File: config.mk
export PLATFORM = sky130hd
export DESIGN_NAME = vpu_dst_port
export DESIGN_NICKNAME = d
export VERILOG_FILES = /design/src/rtl/vpu_dst_port.sv
export SDC_FILE = /design/constraint.sdc
export NUM_CORES = 1
export LEC_CHECK = 0
export CAP_MARGIN = 20
export CELL_PAD_IN_SITES_DETAIL_PLACEMENT = 0
export CELL_PAD_IN_SITES_GLOBAL_PLACEMENT = 1
export CORE_MARGIN = 4
export CORE_UTILIZATION = 50
export CTS_CLUSTER_SIZE = 14
export DETAILED_ROUTE_END_ITERATION = 6
export MAX_ROUTING_LAYER = met4
export PLACE_DENSITY = 0.87
export SLEW_MARGIN = 20
export SYNTH_ARGS = -nofsm -noshare
export SYNTH_HDL_FRONTEND = slang
export SYNTH_SLANG_ARGS = --single-unit
File: constraint.sdc
create_clock -name clk -period 8.9 [get_ports clk]
set_input_delay 1.78 -clock clk [delete_from_list [all_inputs] [get_ports clk]]
set_output_delay 1.78 -clock clk [all_outputs]
set_load 0.02 [all_outputs]
File: src/rtl/vpu_dst_port.sv
// vpu_dst_port: destination stage behind the add/sub ALU.
// Buffers accepted results in a small FIFO and drains them to the SRAM write
// port at sequential addresses starting from a latched base. It pulses done_o
// once the latched element count has been written.
// Optional build macro VPU_DST_PORT_PERF_EN adds stall_cnt_o, a saturating
// count of cycles where a write was offered but not accepted.
module vpu_dst_port #(
    parameter int OPERAND_WIDTH = 32,
    parameter int ADDR_WIDTH    = 10,
    parameter int FIFO_DEPTH    = 4,
    parameter int CNT_WIDTH     = 16
) (
    input  logic                     clk,
    input  logic                     rst,
    input  logic                     start_i,
    input  logic [ADDR_WIDTH-1:0]    base_addr_i,
    input  logic [CNT_WIDTH-1:0]     elem_cnt_i,
    input  logic [OPERAND_WIDTH-1:0] result_i,
    input  logic                     result_valid_i,
    output logic                     result_ready_o,
    output logic                     wr_en_o,
    output logic [ADDR_WIDTH-1:0]    wr_addr_o,
    output logic [OPERAND_WIDTH-1:0] wr_data_o,
    input  logic                     wr_ready_i,
    output logic                     busy_o,
    output logic                     done_o
`ifdef VPU_DST_PORT_PERF_EN
    ,
    output logic [31:0]              stall_cnt_o
`endif
);

    localparam int PTR_W = $clog2(FIFO_DEPTH);

    typedef enum logic [1:0] {
        S_IDLE,
        S_RUN,
        S_DRAIN,
        S_DONE
    } state_e;

    state_e                   state_q, state_d;
    logic [OPERAND_WIDTH-1:0] mem_q [FIFO_DEPTH];
    // Pointers carry one extra wrap bit to tell full from empty.
    logic [PTR_W:0]           wptr_q, wptr_d;
    logic [PTR_W:0]           rptr_q, rptr_d;
    logic [CNT_WIDTH-1:0]     cnt_q, cnt_d;
    logic [CNT_WIDTH-1:0]     acc_q, acc_d;
    logic [CNT_WIDTH-1:0]     wcnt_q, wcnt_d;
    logic [ADDR_WIDTH-1:0]    addr_q, addr_d;

    logic fifo_empty;
    logic fifo_full;
    logic push;
    logic pop;

    // FIFO status and handshake outputs, all derived from registered state.
    always_comb begin
        fifo_empty     = (wptr_q == rptr_q);
        fifo_full      = (wptr_q[PTR_W] != rptr_q[PTR_W]) &&
                         (wptr_q[PTR_W-1:0] == rptr_q[PTR_W-1:0]);
        result_ready_o = (state_q == S_RUN) && !fifo_full && (acc_q < cnt_q);
        wr_en_o        = ((state_q == S_RUN) || (state_q == S_DRAIN)) && !fifo_empty;
        // Data is forced to zero while no write is offered so every output is
        // zero out of reset.
        wr_data_o      = wr_en_o ? mem_q[rptr_q[PTR_W-1:0]] : '0;
        wr_addr_o      = addr_q;
        busy_o         = (state_q != S_IDLE);
        done_o         = (state_q == S_DONE);
        push           = result_valid_i && result_ready_o;
        pop            = wr_en_o && wr_ready_i;
    end

    // Next-state logic for the control FSM, counters, pointers and address.
    always_comb begin
        state_d = state_q;
        wptr_d  = wptr_q;
        rptr_d  = rptr_q;
        cnt_d   = cnt_q;
        acc_d   = acc_q;
        wcnt_d  = wcnt_q;
        addr_d  = addr_q;
        unique case (state_q)
            S_IDLE: begin
                if (start_i) begin
                    cnt_d   = elem_cnt_i;
                    addr_d  = base_addr_i;
                    acc_d   = '0;
                    wcnt_d  = '0;
                    wptr_d  = '0;
                    rptr_d  = '0;
                    state_d = (elem_cnt_i == '0) ? S_DONE : S_RUN;
                end
            end
            S_RUN, S_DRAIN: begin
                if (push) begin
                    wptr_d = wptr_q + 1'b1;
                    acc_d  = acc_q + 1'b1;
                end
                if (pop) begin
                    rptr_d = rptr_q + 1'b1;
                    wcnt_d = wcnt_q + 1'b1;
                    addr_d = addr_q + 1'b1;
                end
                // Transitions look at next-cycle counts so DRAIN starts right
                // after the last accept and DONE right after the last write.
                if ((state_q == S_RUN) && (acc_d == cnt_q)) begin
                    state_d = S_DRAIN;
                end
                if ((state_q == S_DRAIN) && (wcnt_d == cnt_q)) begin
                    state_d = S_DONE;
                end
            end
            S_DONE: begin
                state_d = S_IDLE;
            end
            default: begin
                state_d = S_IDLE;
            end
        endcase
    end

    // Control state register with asynchronous reset.
    always_ff @(posedge clk or posedge rst) begin
        if (rst) begin
            state_q <= S_IDLE;
            wptr_q  <= '0;
            rptr_q  <= '0;
            cnt_q   <= '0;
            acc_q   <= '0;
            wcnt_q  <= '0;
            addr_q  <= '0;
        end else begin
            state_q <= state_d;
            wptr_q  <= wptr_d;
            rptr_q  <= rptr_d;
            cnt_q   <= cnt_d;
            acc_q   <= acc_d;
            wcnt_q  <= wcnt_d;
            addr_q  <= addr_d;
        end
    end

    // FIFO storage; contents are don't-care until a push, so no reset.
    always_ff @(posedge clk) begin
        if (push) begin
            mem_q[wptr_q[PTR_W-1:0]] <= result_i;
        end
    end

`ifdef VPU_DST_PORT_PERF_EN
    logic [31:0] stall_q, stall_d;

    // Saturating stall counter, cleared by an accepted start, held in IDLE.
    always_comb begin
        stall_d = stall_q;
        if ((state_q == S_IDLE) && start_i) begin
            stall_d = '0;
        end else if (wr_en_o && !wr_ready_i && (stall_q != '1)) begin
            stall_d = stall_q + 32'd1;
        end
    end

    // Stall counter register.
    always_ff @(posedge clk or posedge rst) begin
        if (rst) begin
            stall_q <= '0;
        end else begin
            stall_q <= stall_d;
        end
    end

    assign stall_cnt_o = stall_q;
`endif

endmodule

Word level (Yosys, flattened, before mapping) --
Memory sizes are Yosys's and may differ from the RTL's. Index checks and enable logic that the tools add are counted.
Word-level totals: register bits 66, memory bits (writable) 128, input port bits 63, output and inout port bits 46, word-level logic and storage cells 70, memories 1
Memories:
- mem_q | words 4, bits a word 32, read ports 1, clocked after memory_dff 0, write ports 1, RTL line 43 | logic [OPERAND_WIDTH-1:0] mem_q [FIFO_DEPTH];
Operators by class: add/sub/neg operators 5, order comparisons 1, equality and inequality tests 12, mux-type cells 23, reduce and logical (&&, ||, !) cells 21
Operator list (count):
- $mux W16 | 5
- $pmux W16 S2 | 2
- $add A16 B1 Y16 const B | 2
- $eq A16 B16 Y1 | 2
- $mux W32 | 1
- $mux W10 | 2
- $pmux W10 S2 | 1
- $logic_not A16 Y1 | 1
- $lt A16 B16 Y1 | 1
- $pmux W3 S2 | 2
- $add A10 B1 Y10 const B | 1
- $mux W3 | 3
- $logic_and A1 B1 Y1 | 8
- $mux W2 | 4
- $add A3 B1 Y3 const B | 2
- $ne A2 B2 Y1 const B | 3
- $pmux W2 S3 | 1
- $reduce_and A2 Y1 | 3
- $reduce_and A3 Y1 | 2
- $eq A2 B2 Y1 const B | 2
- $reduce_bool A2 Y1 | 2
- $eq A3 B3 Y1 | 1
- $ne A3 B3 Y1 const B | 1
- $eq A2 B1 Y1 const B | 1
- other kinds (7) | 9

Longest topological paths before layout --
depth after elaboration 13, depth in mapped cells 15, mapped depth without buffers 13

Worst setup path before layout --
No wires, ideal clock.
path type reg-to-output, start register cnt_q[12], end output port result_ready_o, arrival 2478 ps, data required time 7120 ps, setup slack 4642 ps, stages on the path, launching flop included 11, cell sequence dfrtp_1 -> clkbuf_1 -> inv_1 -> ha_1 -> nand3_1 -> or3_1 -> or4_4 -> nand4b_4 -> inv_4 -> buf_6 -> clkbuf_1
Between the ends: longest elaborated chain between the ends 2
RTL lines:
- from (decl) | RTL line 47 | logic [CNT_WIDTH-1:0] cnt_q, cnt_d;
- from (signal assigned) | RTL line 137 | cnt_q <= cnt_d;
- $lt A16 B16 Y1 | RTL line 62 | result_ready_o = (state_q == S_RUN) && !fifo_full && (acc_q < cnt_q);
- $logic_and A1 B1 Y1 | RTL line 62
- to (decl) | RTL line 20 | output logic result_ready_o,
Every way passes these cells.

Final worst setup path --
Same ends and word-level chain as after synthesis.

==> summary.txt <==
Run status
  • Status: complete, no violations

Clocking
  • Clock transition at path regs: 0.08 ns
  • Sink Count: 194
  • Clock Latency Late Sink: 0.44 ns
  • Setup Buffers After CTS: 0
  • CTS buffer count: 17
  • Post-CTS Resized: 0
  • Clk buf depth: 2
  • CTS Hold Buffers Added: 0
  • Root buf cell: clkbuf_16
  • H-Tree Depth: 4
  • CTS tree: yes

Synth
  • Avg Cell Area, Syn: 12.2 um2
  • Distinct cells, synth: 66
  • Async SR Flop Fraction: between 30% and 40%
  • Flops & latches, synth: around 190
  • Post-synth EDFFs: roughly 130
  • Post-synthesis cell count: 812
  • Net Count, Synth: 902
  • Post-Syn Area: 9890 um2
  • Seq/Total Area, Yosys: 55.5%
  • Ys Warns: 0
  • Ys flop type: edfxtp_1

Critical path
  • Worst path slowest cell: clkdlybuf4s50_1
  • Worst Path Required: between 7 and 8 ns
  • WP buf/inv: 3
  • CP Class: reg2out
  • FF-to-FF Start: state_q[0]
  • Critical path arrival: ~3.6 ns
  • Worst Setup Start Kind: flop
  • Crit path capture: result_ready_o
  • Critical-path maximum fanout: 25
  • Delay-heaviest family, CP: simple AND/OR/NAND/NOR gates
  • CP Launch Point: cnt_q[12]
  • Crit path depth: 8
  • CP peak stage delay: 0.58 ns
  • Crit. End Element: output pin
  • Reg2reg end: state_q[1]
  • R2r worst-path depth: 12
  • Setup slack, reg-to-reg: 4.74 ns
  • Ordered cell list for the critical path: inv_1 > ha_1 > nand3_1 > or3_1 > or4_4 > nand4b_4 > inv_4 > clkdlybuf4s50_1

Floorplan
  • Horiz. Die Dim: 149 um
  • Row Count: 51
  • Total Die Area: 22,100 um2
  • Die H: 149 um
  • Core area: 19,500 um2
  • Starting density of the core: 50.8%
  • Top-level I/O count: around 110

Timing
  • Setup violators final: 0
  • Tcrit/Tclk final: 60.7%
  • Final Hold Viols: 0
  • Skew final: 0.0154 ns
  • Worst-Margin Slew: 0.970 ns
  • Relative slew slack: 35.3%
  • Fin Setup TNS: 0 ns
  • Peak Freq: 185 MHz
  • RSZ-0062 raised after global routing: false
  • Final min period: 5.40 ns
  • Max-slew violations: 0

Power
  • Seq pwr share: about a third
  • Switch Pwr: 1.58 mW
  • Peak VDD IR: ~0.00024 V
  • Internal: 2.22 mW
  • Tot Pwr: 3.80 mW
  • Combinational share of power: 46.2%
  • PD cells: about 320 nW/um2
  • Clk pwr share: 21.3%
  • Net Sw Frac: 41.6%
  • Lkg Pwr: 4.37 nW

Global routing
  • Vias in the first global route: 6,994
  • GRT Util Overall: 23.3%
  • Initial antenna violation count: 0
  • Total grt overflow: 0
  • Largest net degree at the start of global routing: 67
  • First-pass GRT wire length: between 30,000 and 40,000 um

Cells and area
  • Final Net Count: 988
  • Final design area excluding fillers: 11,800 um2
  • Share of cells above drive strength 1: 12.3%
  • P&R area growth vs syn: 19.4%
  • Ant diodes: 0
  • Most common cell after layout, fill and taps aside: edfxtp_1
  • Commonest non-fill, non-tap cells in the layout: 128 x edfxtp_1, 108 x clkdlybuf4s50_1, 65 x dfrtp_1, 57 x o21ai_0, 56 x nand2_1
  • Layout Cells excl Fill: around 1.2k

Placement
  • Placer Congestion: 0.947
  • Dpl cells: roughly 1.1k
  • Hpwl dp: 16,500 um
  • Placed instance area: 11,200 um2
  • Port buffer count: between 100 and 150

Flow run
  • Max_cap viols: 0

Route
  • Via Count: around 7k
  • Routed WL per cell: 20.6 um
  • DR pass1 iterations: 5
  • DRC viols: 0
  • Post-Route WL: between 20,000 and 25,000 um
  • ANT nets after route: 0
  • Starting DRT DRC Count: ~720
  • Vias per cell: 5.93

Hold path
  • Hold Crit Class: reg2reg
## kinds of logic after synthesis
group	Yosys count	share of synthesized area, %
adder cells (fa/ha/maj)	27	3.41
AND/OR/NAND/NOR	234	12.5
multiplexers	55	9.81
XOR/XNOR	46	4.30
buffers and inverters	82	3.52
AO/OA/AOI/OAI	174	10.9
flip-flops	194	55.5
## stage by stage
step	worst slack (ns)	utilization, %	hold slack, ns
floorplan	4.64	-	0.471
global placement	3.97	57.4	0.499
detailed placement	3.86	57.4	0.498
CTS	3.54	60.7	0.514
global route	3.32	60.7	0.533
finish	3.50	60.7	0.520
## how the worst min path moves through the flow
stage | end | startpoint | slack (ns) | cells past startpoint
4_1_cts | wcnt_q[15] | wcnt_q[15] | 0.51 | 1
3_3_place_gp | wcnt_q[15] | wcnt_q[15] | 0.50 | 1
2_1_floorplan | wcnt_q[15] | wcnt_q[15] | 0.47 | 1
3_5_place_dp | wcnt_q[15] | wcnt_q[15] | 0.50 | 1
5_1_grt | wcnt_q[15] | wcnt_q[15] | 0.53 | 1
6_report | wcnt_q[15] | wcnt_q[15] | 0.52 | 1
## layer usage
layer | track usage, % | up-vias | wire length [um]
met5 | - | - | 0
li1 | - | 3256 | -
met4 | 4.76 | 0 | 300
met1 | 31.8 | 3451 | 10700
met2 | 36.6 | 238 | 11800
met3 | 5.03 | 25 | 1460
## power by group through the flow
| stage | combinational, mW | clock, mW | sequential [mW] |
|---|---|---|---|
| after global placement | 1.73 | 0 | 1.25 |
| final | 1.76 | 0.809 | 1.24 |
| after floorplan | 1.15 | 0 | 1.22 |
| after global routing | 1.92 | 0.859 | 1.26 |
| after CTS | 1.76 | 0.821 | 1.24 |
| after detailed placement | 1.75 | 0 | 1.26 |
## Yosys cell counts, types with 3 or more instances
cell type | count | area (um2)
xnor2_2 | 3 | 48.8
or4_1 | 3 | 22.5
xor2_1 | 12 | 105
o31ai_1 | 8 | 60.1
o211ai_1 | 4 | 30.0
dfrtp_1 | 66 | 1650
and2_1 | 3 | 18.8
buf_6 | 3 | 33.8
and4_1 | 5 | 43.8
edfxtp_1 | 128 | 3840
o21a_1 | 3 | 22.5
o21ai_0 | 57 | 285
nand2_1 | 56 | 210
and3_1 | 51 | 319
mux4_2 | 32 | 721
buf_1 | 6 | 22.5
buf_2 | 6 | 30.0
nor3_1 | 7 | 35.0
a21o_1 | 4 | 30.0
mux2_2 | 16 | 180
o41ai_1 | 4 | 35.0
mux2i_1 | 7 | 70.1
a21oi_1 | 49 | 245
ha_1 | 27 | 338
nor4_1 | 8 | 50.1
or3_1 | 4 | 25.0
nor2_1 | 38 | 143
o22ai_1 | 7 | 43.8
clkbuf_1 | 35 | 131
nand2b_1 | 7 | 43.8
nand3_1 | 32 | 160
nand4_1 | 12 | 75.1
a31oi_1 | 10 | 62.6
inv_1 | 29 | 109
xnor2_1 | 31 | 272
## flip-flops by register name, indices dropped and copies added, names as in the netlist
| register | count |
|---|---|
| rptr_q | 3 |
| cnt_q | 16 |
| wptr_q | 3 |
| wcnt_q | 16 |
| mem_q | 128 |
| acc_q | 16 |
| state_q | 2 |
| wr_addr_o | 10 |
## final cells by class
type / instances / area, um2
clock inverters: 15 / 218
well taps: 265 / 332
inverters: 30 / 115
fillers: 1548 / 7650
multi-input cells: 536 / 4060
clock buffers: 17 / 425
repair buffers: 119 / 1160
flip-flops and latches: 194 / 5500
## worst register-to-register path, stage by stage (launching register included)
cell and delay, ns:
dfrtp_1 0.46, inv_1 0.10, ha_2 0.77, nand2_1 0.18, a311oi_2 0.63, and4_1 0.37
xnor2_1 0.11, or3_1 0.38, or3_1 0.33, nor4_2 0.38, a21oi_1 0.08, a21oi_1 0.16
a221oi_1 0.06
Note: power is estimated with default switching activity, not from simulation.
